**src/rtl/stopwatch_pkg.sv**
```systemverilog
`default_nettype none
// ============================================================================
//  Module      : stopwatch_pkg
//  Description : Shared types and constants for the BCD stopwatch: the FSM
//                state encoding, the BCD digit type and the seconds-digit tops.
//  Revision    : 1.0 - initial release
// ============================================================================
package stopwatch_pkg;

    typedef enum logic [1:0] {
        IDLE   = 2'd0,
        RUN    = 2'd1,
        PAUSED = 2'd2
    } state_t;

    typedef logic [3:0] bcd_t;

    localparam bcd_t SEC_ONES_TOP = 4'd9;
    localparam bcd_t SEC_TENS_TOP = 4'd5;
    localparam bcd_t MIN_DIGIT_TOP = 4'd9;

endpackage
`default_nettype wire

```
**src/rtl/stopwatch_bcd_digit.sv**
```systemverilog
`default_nettype none
// ============================================================================
//  Module      : bcd_digit
//  Description : One BCD counter digit counting 0..TOP. The carry is
//                combinational so a chain of digits ripples in one cycle.
//  Revision    : 1.0 - initial release
// ============================================================================
module bcd_digit
    import stopwatch_pkg::*;
#(
    parameter bcd_t TOP = 4'd9
) (
    input  logic clk,
    input  logic rst,
    input  logic clr,
    input  logic inc,
    output bcd_t digit,
    output logic carry
);

    assign carry = inc && (digit == TOP);

    // Digit register: clear wins over increment; wraps to zero past TOP.
    always_ff @(posedge clk) begin
        if (rst) begin
            digit <= '0;
        end else if (clr) begin
            digit <= '0;
        end else if (inc) begin
            digit <= carry ? bcd_t'(0) : bcd_t'(digit + 4'd1);
        end
    end

endmodule
`default_nettype wire

```
**src/rtl/stopwatch_bcd.sv**
```systemverilog
`default_nettype none
// ============================================================================
//  Module      : stopwatch_bcd
//  Description : MM:SS BCD stopwatch with start/stop/clear control, counting
//                seconds on rising edges of an external tick square wave.
//                Optional lap-hold display snapshot when STOPWATCH_LAP_EN is
//                defined (adds the lap input).
//  Revision    : 1.0 - initial release
// ============================================================================
module stopwatch_bcd
    import stopwatch_pkg::*;
#(
    parameter int MIN_TOP = 59
) (
    input  logic clk,
    input  logic rst,
    input  logic tick,
    input  logic start_stop,
    input  logic clear,
`ifdef STOPWATCH_LAP_EN
    input  logic lap,
`endif
    output logic [3:0] sec_ones,
    output logic [3:0] sec_tens,
    output logic [3:0] min_ones,
    output logic [3:0] min_tens,
    output logic running,
    output logic wrap
);

    localparam bcd_t C_MIN_TOP_TENS = bcd_t'(MIN_TOP / 10);
    localparam bcd_t C_MIN_TOP_ONES = bcd_t'(MIN_TOP % 10);

    logic   r_tick_q;
    logic   r_ss_q;
    logic   r_wrap;
    state_t r_state;
    state_t w_next;

    logic w_tick_rise;
    logic w_ss_rise;
    logic w_inc;
    bcd_t w_so, w_st, w_mo, w_mt;
    logic w_so_carry, w_st_carry, w_mo_carry, w_mt_carry;
    logic w_min_at_top;
    logic w_min_inc;
    logic w_min_clr;
    logic w_wrap_evt;

    assign w_tick_rise = tick && !r_tick_q;
    assign w_ss_rise   = start_stop && !r_ss_q;

    // Count only in RUN; clear suppresses the increment in the same cycle.
    assign w_inc = (r_state == RUN) && w_tick_rise && !clear;

    // Minutes roll over at MIN_TOP rather than at 99, so the minute pair is
    // cleared on the seconds carry out of MIN_TOP:59 instead of incremented.
    assign w_min_at_top = (w_mt == C_MIN_TOP_TENS) && (w_mo == C_MIN_TOP_ONES);
    assign w_wrap_evt   = w_st_carry && w_min_at_top;
    assign w_min_inc    = w_st_carry && !w_min_at_top;
    // w_mt_carry cannot occur with MIN_TOP <= 99; folded in defensively.
    assign w_min_clr    = clear || w_wrap_evt || w_mt_carry;

    // Edge-detect history flops for tick and start_stop.
    always_ff @(posedge clk) begin
        if (rst) begin
            r_tick_q <= 1'b0;
            r_ss_q   <= 1'b0;
        end else begin
            r_tick_q <= tick;
            r_ss_q   <= start_stop;
        end
    end

    // FSM state register.
    always_ff @(posedge clk) begin
        if (rst) begin
            r_state <= IDLE;
        end else begin
            r_state <= w_next;
        end
    end

    // FSM next state: start_stop rise toggles RUN/PAUSED, clear forces IDLE.
    always_comb begin
        w_next = r_state;
        if (w_ss_rise) begin
            case (r_state)
                IDLE:    w_next = RUN;
                RUN:     w_next = PAUSED;
                PAUSED:  w_next = RUN;
                default: w_next = IDLE;
            endcase
        end
        if (clear) begin
            w_next = IDLE;
        end
    end

    // One-cycle wrap pulse aligned with the 00:00 load.
    always_ff @(posedge clk) begin
        if (rst) begin
            r_wrap <= 1'b0;
        end else begin
            r_wrap <= w_wrap_evt;
        end
    end

    bcd_digit #(.TOP(SEC_ONES_TOP)) u_sec_ones (
        .clk(clk), .rst(rst), .clr(clear), .inc(w_inc),
        .digit(w_so), .carry(w_so_carry)
    );

    bcd_digit #(.TOP(SEC_TENS_TOP)) u_sec_tens (
        .clk(clk), .rst(rst), .clr(clear), .inc(w_so_carry),
        .digit(w_st), .carry(w_st_carry)
    );

    bcd_digit #(.TOP(MIN_DIGIT_TOP)) u_min_ones (
        .clk(clk), .rst(rst), .clr(w_min_clr), .inc(w_min_inc),
        .digit(w_mo), .carry(w_mo_carry)
    );

    bcd_digit #(.TOP(MIN_DIGIT_TOP)) u_min_tens (
        .clk(clk), .rst(rst), .clr(w_min_clr), .inc(w_mo_carry),
        .digit(w_mt), .carry(w_mt_carry)
    );

    assign running = (r_state == RUN);
    assign wrap    = r_wrap;

`ifdef STOPWATCH_LAP_EN
    logic        r_lap_q;
    logic        r_frozen;
    logic [15:0] r_snap;
    logic        w_lap_rise;

    assign w_lap_rise = lap && !r_lap_q;

    // Lap hold: first lap rise in RUN snapshots the live count; a further
    // lap rise or a clear releases the freeze. Counting continues beneath.
    always_ff @(posedge clk) begin
        if (rst) begin
            r_lap_q  <= 1'b0;
            r_frozen <= 1'b0;
            r_snap   <= '0;
        end else begin
            r_lap_q <= lap;
            if (clear) begin
                r_frozen <= 1'b0;
            end else if (w_lap_rise) begin
                if (r_frozen) begin
                    r_frozen <= 1'b0;
                end else if (r_state == RUN) begin
                    r_frozen <= 1'b1;
                    r_snap   <= {w_mt, w_mo, w_st, w_so};
                end
            end
        end
    end

    assign {min_tens, min_ones, sec_tens, sec_ones} =
        r_frozen ? r_snap : {w_mt, w_mo, w_st, w_so};
`else
    assign {min_tens, min_ones, sec_tens, sec_ones} = {w_mt, w_mo, w_st, w_so};
`endif

endmodule
`default_nettype wire

```
**config.mk**
```make
export PLATFORM = sky130hd
export DESIGN_NAME = stopwatch_bcd
export DESIGN_NICKNAME = d
export VERILOG_FILES = /design/src/rtl/stopwatch_pkg.sv /design/src/rtl/stopwatch_bcd_digit.sv /design/src/rtl/stopwatch_bcd.sv
export SDC_FILE = /design/constraint.sdc
export NUM_CORES = 1
export LEC_CHECK = 0
export CAP_MARGIN = 40
export CORE_ASPECT_RATIO = 1.75
export CORE_UTILIZATION = 46
export CTS_BUF_LIST = sky130_fd_sc_hd__clkbuf_4 sky130_fd_sc_hd__clkbuf_8
export CTS_CLUSTER_SIZE = 16
export DETAILED_ROUTE_END_ITERATION = 6
export HOLD_SLACK_MARGIN = 0.06
export PLACE_DENSITY = 0.77
export SLEW_MARGIN = 30
export SYNTH_ARGS = -nofsm -noshare
export SYNTH_HDL_FRONTEND = slang
export SYNTH_HIERARCHICAL = 1
export SYNTH_SLANG_ARGS = --single-unit
```
**constraint.sdc**
```tcl
create_clock -name clk -period 2.6 [get_ports clk]
set_input_delay 0.26 -clock clk [delete_from_list [all_inputs] [get_ports clk]]
set_output_delay 0.26 -clock clk [all_outputs]
set_load 0.01 [all_outputs]
```
After elaboration in Yosys (flattened, before gate mapping)
Cells that the tools add are included.
W data, S select, Z words.
{"block": "word_totals", "register_bits": 21, "input_bits": 5, "wordCells": 45, "output_inout_bits": 18}
{"block": "op_classes", "eq_ne": 7, "n_reduce_logical": 21, "add_sub_neg": 4, "muxes": 5}
{"cell": "$add A4 B1 Y4 const B", "count": 4}
{"cell": "$mux W4", "count": 4}
{"cell": "$eq A4 B4 Y1 const B", "count": 3}
{"cell": "$logic_and A1 B1 Y1", "count": 11}
{"cell": "$eq A4 B3 Y1 const B", "count": 2}
{"cell": "$reduce_or A2 Y1", "count": 3}
{"cell": "$logic_not A1 Y1", "count": 4}
{"cell": "$pmux W2 S2", "count": 1}
{"cell": "$eq A2 B1 Y1 const B", "count": 1}
{"cell": "$eq A2 B2 Y1 const B", "count": 1}
{"cell": "$logic_not A2 Y1", "count": 1}
{"cell": "$logic_or A1 B1 Y1", "count": 2}

Logic depth before layout (Yosys ltp)
Gate-level depths: netlist (run 1).
{"block": "logic_depth", "ltp_word": 11, "mapped_depth": 16, "ltp_nobuf": 16}

Modules after synthesis
The synthesis (run 1) kept the hierarchy.
{"mod": "bcd_digit (u_min_ones ...)", "cells_each": 23, "area_each_um2": 201.4, "seq_area_each_um2": 80.1, "instances": 3}
{"mod": "stopwatch_bcd", "cells_each": 22, "area_each_um2": 240.2, "seq_area_each_um2": 100.1, "instances": 1}
{"mod": "bcd_digit (u_sec_tens)", "cells_each": 23, "area_each_um2": 206.4, "seq_area_each_um2": 80.1, "instances": 1}

Worst setup path after synthesis (run 1)
Ideal clock, no wire load.
{"block": "synth_timing", "kind": "reg2reg", "startpoint": "reg r_state[0]", "endpoint": "reg u_min_ones.digit[1]", "setup_slack_ps": -296, "arrival_time_ps": 2749, "synth_period_minus_slack_ps": 2896, "setup_ps": 147, "t_required_ps": 2453, "stages_incl_launch_ff": 17, "path_buffers": 0, "cell_sequence": "dfxtp_1 -> nor2b_2 -> and3_1 -> nand4b_1 -> inv_1 -> nand4b_1 -> inv_1 -> a21boi_0 -> nand4b_1 -> inv_1 -> nand4b_1 -> inv_1 -> nor2_1 -> nand2_1 -> nor2_1 -> nand2_1 -> o22ai_1"}
{"block": "synth_between", "elab_chain_cells": 10}
{"element": "from (decl)", "line": "stopwatch_bcd.sv:37", "rtl": "state_t r_state;"}
{"element": "from (signal assigned)", "line": "stopwatch_bcd.sv:80", "rtl": "r_state <= w_next;"}
{"element": "$eq A2 B1 Y1"}
{"element": "named net running", "line": "stopwatch_bcd.sv:27", "rtl": "output logic running,"}
{"element": "$logic_and A1 B1 Y1 (2 in series)", "line": "stopwatch_bcd.sv:54", "rtl": "assign w_inc = (r_state == RUN) && w_tick_rise && !clear;"}
{"element": "named net w_inc", "line": "stopwatch_bcd.sv:42", "rtl": "logic w_inc;"}
{"element": "$logic_and A1 B1 Y1", "line": "stopwatch_bcd_digit.sv:21", "rtl": "assign carry = inc && (digit == TOP);"}
{"element": "named net w_so_carry", "line": "stopwatch_bcd.sv:44", "rtl": "logic w_so_carry, w_st_carry, w_mo_carry, w_mt_carry;"}
{"element": "$logic_and A1 B1 Y1", "line": "stopwatch_bcd_digit.sv:21"}
{"element": "named net w_st_carry", "line": "stopwatch_bcd.sv:44"}
{"element": "$logic_and A1 B1 Y1", "line": "stopwatch_bcd.sv:60", "rtl": "assign w_min_inc = w_st_carry && !w_min_at_top;"}
{"element": "named net w_min_inc", "line": "stopwatch_bcd.sv:46", "rtl": "logic w_min_inc;"}
{"element": "$logic_and A1 B1 Y1", "line": "stopwatch_bcd_digit.sv:21"}
{"element": "named net w_mo_carry", "line": "stopwatch_bcd.sv:44"}
{"element": "$logic_and A1 B1 Y1", "line": "stopwatch_bcd_digit.sv:21"}
{"element": "named net w_mt_carry", "line": "stopwatch_bcd.sv:44"}
{"element": "$logic_or A1 B1 Y1", "line": "stopwatch_bcd.sv:62", "rtl": "assign w_min_clr = clear || w_wrap_evt || w_mt_carry;"}
{"element": "named net w_min_clr", "line": "stopwatch_bcd.sv:47", "rtl": "logic w_min_clr;"}
{"element": "$reduce_or A2 Y1 (no line)"}
{"element": "to (signal assigned)", "line": "stopwatch_bcd_digit.sv:30", "rtl": "digit <= carry ? bcd_t'(0) : bcd_t'(digit + 4'd1);"}
{"element": "to (decl)", "line": "stopwatch_bcd_digit.sv:17", "rtl": "output bcd_t digit,"}
The timed path passes the listed nets, and every way through them passes these cells.
A chain may end at the register's enable or synchronous reset.

Worst setup path in the final report (run 1)
{"block": "layout_timing", "startpoint": "reg r_state[0]", "endpoint": "reg u_min_tens.digit[1]"}
{"block": "layout_between", "elab_chain_cells": 10}
{"element": "$eq A2 B1 Y1", "line": "stopwatch_bcd.sv:54"}
{"element": "$logic_and A1 B1 Y1 (2 in series)", "line": "stopwatch_bcd.sv:54"}
{"element": "named net w_inc", "line": "stopwatch_bcd.sv:42"}
{"element": "$logic_and A1 B1 Y1", "line": "stopwatch_bcd_digit.sv:21"}
{"element": "named net w_so_carry", "line": "stopwatch_bcd.sv:44"}
{"element": "$logic_and A1 B1 Y1", "line": "stopwatch_bcd_digit.sv:21"}
{"element": "named net w_st_carry", "line": "stopwatch_bcd.sv:44"}
{"element": "$logic_and A1 B1 Y1", "line": "stopwatch_bcd.sv:60"}
{"element": "named net w_min_inc", "line": "stopwatch_bcd.sv:46"}
{"element": "$logic_and A1 B1 Y1", "line": "stopwatch_bcd_digit.sv:21"}
{"element": "named net w_mo_carry", "line": "stopwatch_bcd.sv:44"}
{"element": "$logic_and A1 B1 Y1", "line": "stopwatch_bcd_digit.sv:21"}
{"element": "named net w_mt_carry", "line": "stopwatch_bcd.sv:44"}
{"element": "$logic_or A1 B1 Y1", "line": "stopwatch_bcd.sv:62"}
{"element": "named net w_min_clr", "line": "stopwatch_bcd.sv:47"}
{"element": "$reduce_or A2 Y1 (no line)"}
{"element": "to (signal assigned)", "line": "stopwatch_bcd_digit.sv:30"}
{"element": "to (decl)", "line": "stopwatch_bcd_digit.sv:17"}
The timed path passes the listed nets, and every way through them passes these cells.

==> impl_results.md, run 1 <==
* Status: completed
* Dominant synthesized flop cell: dfxtp_1
* Total power at between 500 and 600 uW
* Vias post-DR at ~900
* Final WL at a little over 2 mm
* Crit start category: flop
* 1st-pass router iterations at 4
* RSZ-0062 raised after global routing: false
* Yosys cell types at 23
* Number of CTS-inserted buffers at 3
* Gr busiest metal: met2
* Sw Ratio at 0.216
* Pwr Density at between 300 and 400 nW/um^2
* Post-route minimum period at 2360 ps
* Syn Nets at between 100 and 150
* CTS H-tree lvls at 1
* Worst path arrival time at around 2600 ps
* CTS root buffer: clkbuf_4
* Critical Path Fanout Max at 7
* Crit. End Element: flop
* Sequential fraction of the synthesis area at 0.400
* Io pins at 23
* DR WL/cell at 12.0 um
* All-Layer GR Usage at 0.180
* Diodes inserted at 0
* Crit Path Category: reg -> reg
* Initial Util at 0.496
* Yosys top cell by area: dfxtp_1
* Maxcap violations at 0
* Post-CTS Repair Setup Buffers at 0
* DRC violations left at 0
* Ys async rst share at 0
* P_sw at approximately 110 uW
* Syn Area/Cell at between 9 and 10 um^2
* Core ar. at around 2100 um^2
* Largest net degree at the start of global routing at 13
* Layout Nets at 162
* Post-route ant nets at 0
* GR Layer Usage met2 at 0.337
* Most numerous cell in the Yosys netlist: dfxtp_1
* Fill cells at 184
* Leakage power at between 0.0005 and 0.0006 uW
* Grt ovf at 0
* Clk buf depth at 2
* Initial antenna violation count at 0
* Worst hold slack at ~540 ps
* Met3 Use GR at 0.0203
* Max-slew headroom at 0.758
* Register bit total from synthesis at 21
* Final Wtd Congestion at 0.793
* Die height at about 65 um
* Internal at between 300 and 400 uW
* Total die area at approximately 2500 um^2
* Iter 0 DRT Violations at 18
* Mapped Area at approximately 1100 um^2
* Crit-path slowest cell: dfxtp_1
* Sequential power share at 0.642
* CTS tree: done
* Top post-synthesis cells by area: dfxtp_1 40%, ha_1 9.5%, xor2_1 6.7%
* Row count at 22
* Max incr delay on CP at 360 ps
* Met1 Track Usage GR at 0.188
* Cells along the critical path: nor2b_4 > and3_4 > nand4b_1 > inv_1 > nand4b_1 > inv_1 > a21boi_2 > nand4b_1 > inv_1 > nand4b_1 > inv_1 > nor2_1 > nand2_1 > nor2_1 > nand2_1 > o22ai_1
* Clock power frac at 0.295
* Fin. Hold Viols at 0
* Worst-Skew Late Latency at between 200 and 300 ps
* Combinational Power Share at 0.063
* Least-Margin Pin Slew at between 300 and 400 ps
* Post-synthesis cell count at roughly 110
* Register area at 420 um^2
* Final HPWL DP at approximately 1.6 mm
* Synth top area share at 0.400
* Final worst path period share at 0.906
* Yosys warning total at 6
* Hold-fix buffers, CTS at 0
* Top cells by count, synth: 21 x dfxtp_1, 13 x nor2_1, 12 x nand2_1
* HP Class: reg -> reg
* Reg clk slew, reported paths at around 110 ps
* Critical path required time at between 2000 and 3000 ps
* Max Transition Viols Final at 0
* Max frequency at ~420 MHz
* First-pass GRT wire length at between 3 and 4 mm
* Number of synthesized flops with an enable pin at 0
* Port-buffer cells at 22
* DR vias/cell at between 5 and 6
* Vias in the first global route at roughly 830
* Peak supply drop at about 0.00023 V
* Worst clock skew at between 3 and 4 ps
* Area delta synth->final at 33.5%
* Layout cell share with drive strength beyond 1 at 0.149
* Chip width at approximately 38 um
* Area occupied by multi-input gates at ~610 um^2
* Clock sink count at 21
* Final setup viols at 0
==> flip-flops by register name, indices dropped and copies added (netlist names) <==
name              flops
u_min_ones/digit      4
r_tick_q              1
wrap                  1
r_ss_q                1
u_sec_ones/digit      4
r_state               2
u_sec_tens/digit      4
u_min_tens/digit      4
==> kinds of logic after synthesis <==
family / synth area share
simple gates: 0.332
flops: 0.400
compound gates: 0.0595
xor+xnor: 0.0750
buf+inv: 0.0286
fa+ha+maj: 0.0952
mux: 0.00952
==> critical path, delay by kind of cell, from the launching register on <==
kind	cells	cell delay, ps
compound gates	2	260
simple gates	10	1260
buf+inv	4	370
flops	1	360
==> power groups by stage <==
stage	sequential (uW)	combinational, uW	clock, uW
6_report	326	31.9	150
5_1_grt	326	34.5	169
4_1_cts	326	31.6	155
3_5_place_dp	333	31.3	0
3_3_place_gp	333	30.7	0
2_1_floorplan	333	16.1	0
==> layer usage <==
layer | share of wire | up-vias
met2 | 0.55 | 16
met1 | 0.41 | 430
li1 | - | 451
met4 | 0.012 | 0
met5 | 0 | -
met3 | 0.031 | 2
==> final timing paths <==
path,start,end,cells past startpoint,slack (ps)
worst min-delay path,u_min_ones/digit[1],u_min_ones/digit[1],2,540
worst max register to register,r_state[0],u_min_tens/digit[1],16,240
worst max-delay path,r_state[0],u_min_tens/digit[1],16,240
worst min register to register,u_min_ones/digit[1],u_min_ones/digit[1],2,540
==> cell usage in the layout (no fill, tap or decap), types with 2 or more instances in the layout <==
cell type        instances
a21boi_0                 4
and4bb_1                 2
buf_4                    8
clkbuf_4                 3
clkdlybuf4s50_1         22
dfxtp_1                 21
ha_1                     8
inv_1                    8
nand2_1                 12
nand2b_1                 8
nand3b_1                 4
nand4_1                  4
nand4b_1                 4
nor2_1                  13
nor2_2                   2
nor2b_1                  2
nor2b_4                  2
nor3_2                   2
o22ai_1                  4
xor2_1                   8
==> area by class of cell <==
class / count / share of cell area
tap: 24 / 0.0214
timing repair buffer: 30 / 0.200
clock buffer: 3 / 0.0161
inverter: 8 / 0.0214
sequential: 21 / 0.300
clock inverter: 1 / 0.00357
multi-input combinational: 85 / 0.438
==> timing repair <==
action / in CTS / in global routing
hold endpoints to repair: 0 / 0
setup endpoints to repair: 0 / 2
gates resized for setup: 0 / 1
==> through the flow <==
step | area, um^2 | TNS, ps | instances | worst slack (ps) | util
floorplan | 1060 | 0 | 114 | 31.5 | -
global placement | 1370 | 0 | 168 | 40.7 | 0.646
detailed placement | 1370 | -44.4 | 168 | -25.0 | 0.646
CTS | 1400 | 0 | 172 | 197 | 0.659
global route | 1400 | 0 | 172 | 11.6 | 0.662
finish | 1400 | 0 | 172 | 244 | 0.662
Power figures use the tool's default switching activity.
==> run 2, diff against run 1 <==
- HOLD_SLACK_MARGIN: 0.06 -> 0.08
==> results of run 2 <==
Final layout, timing and power as in run 1 (identical DEF).
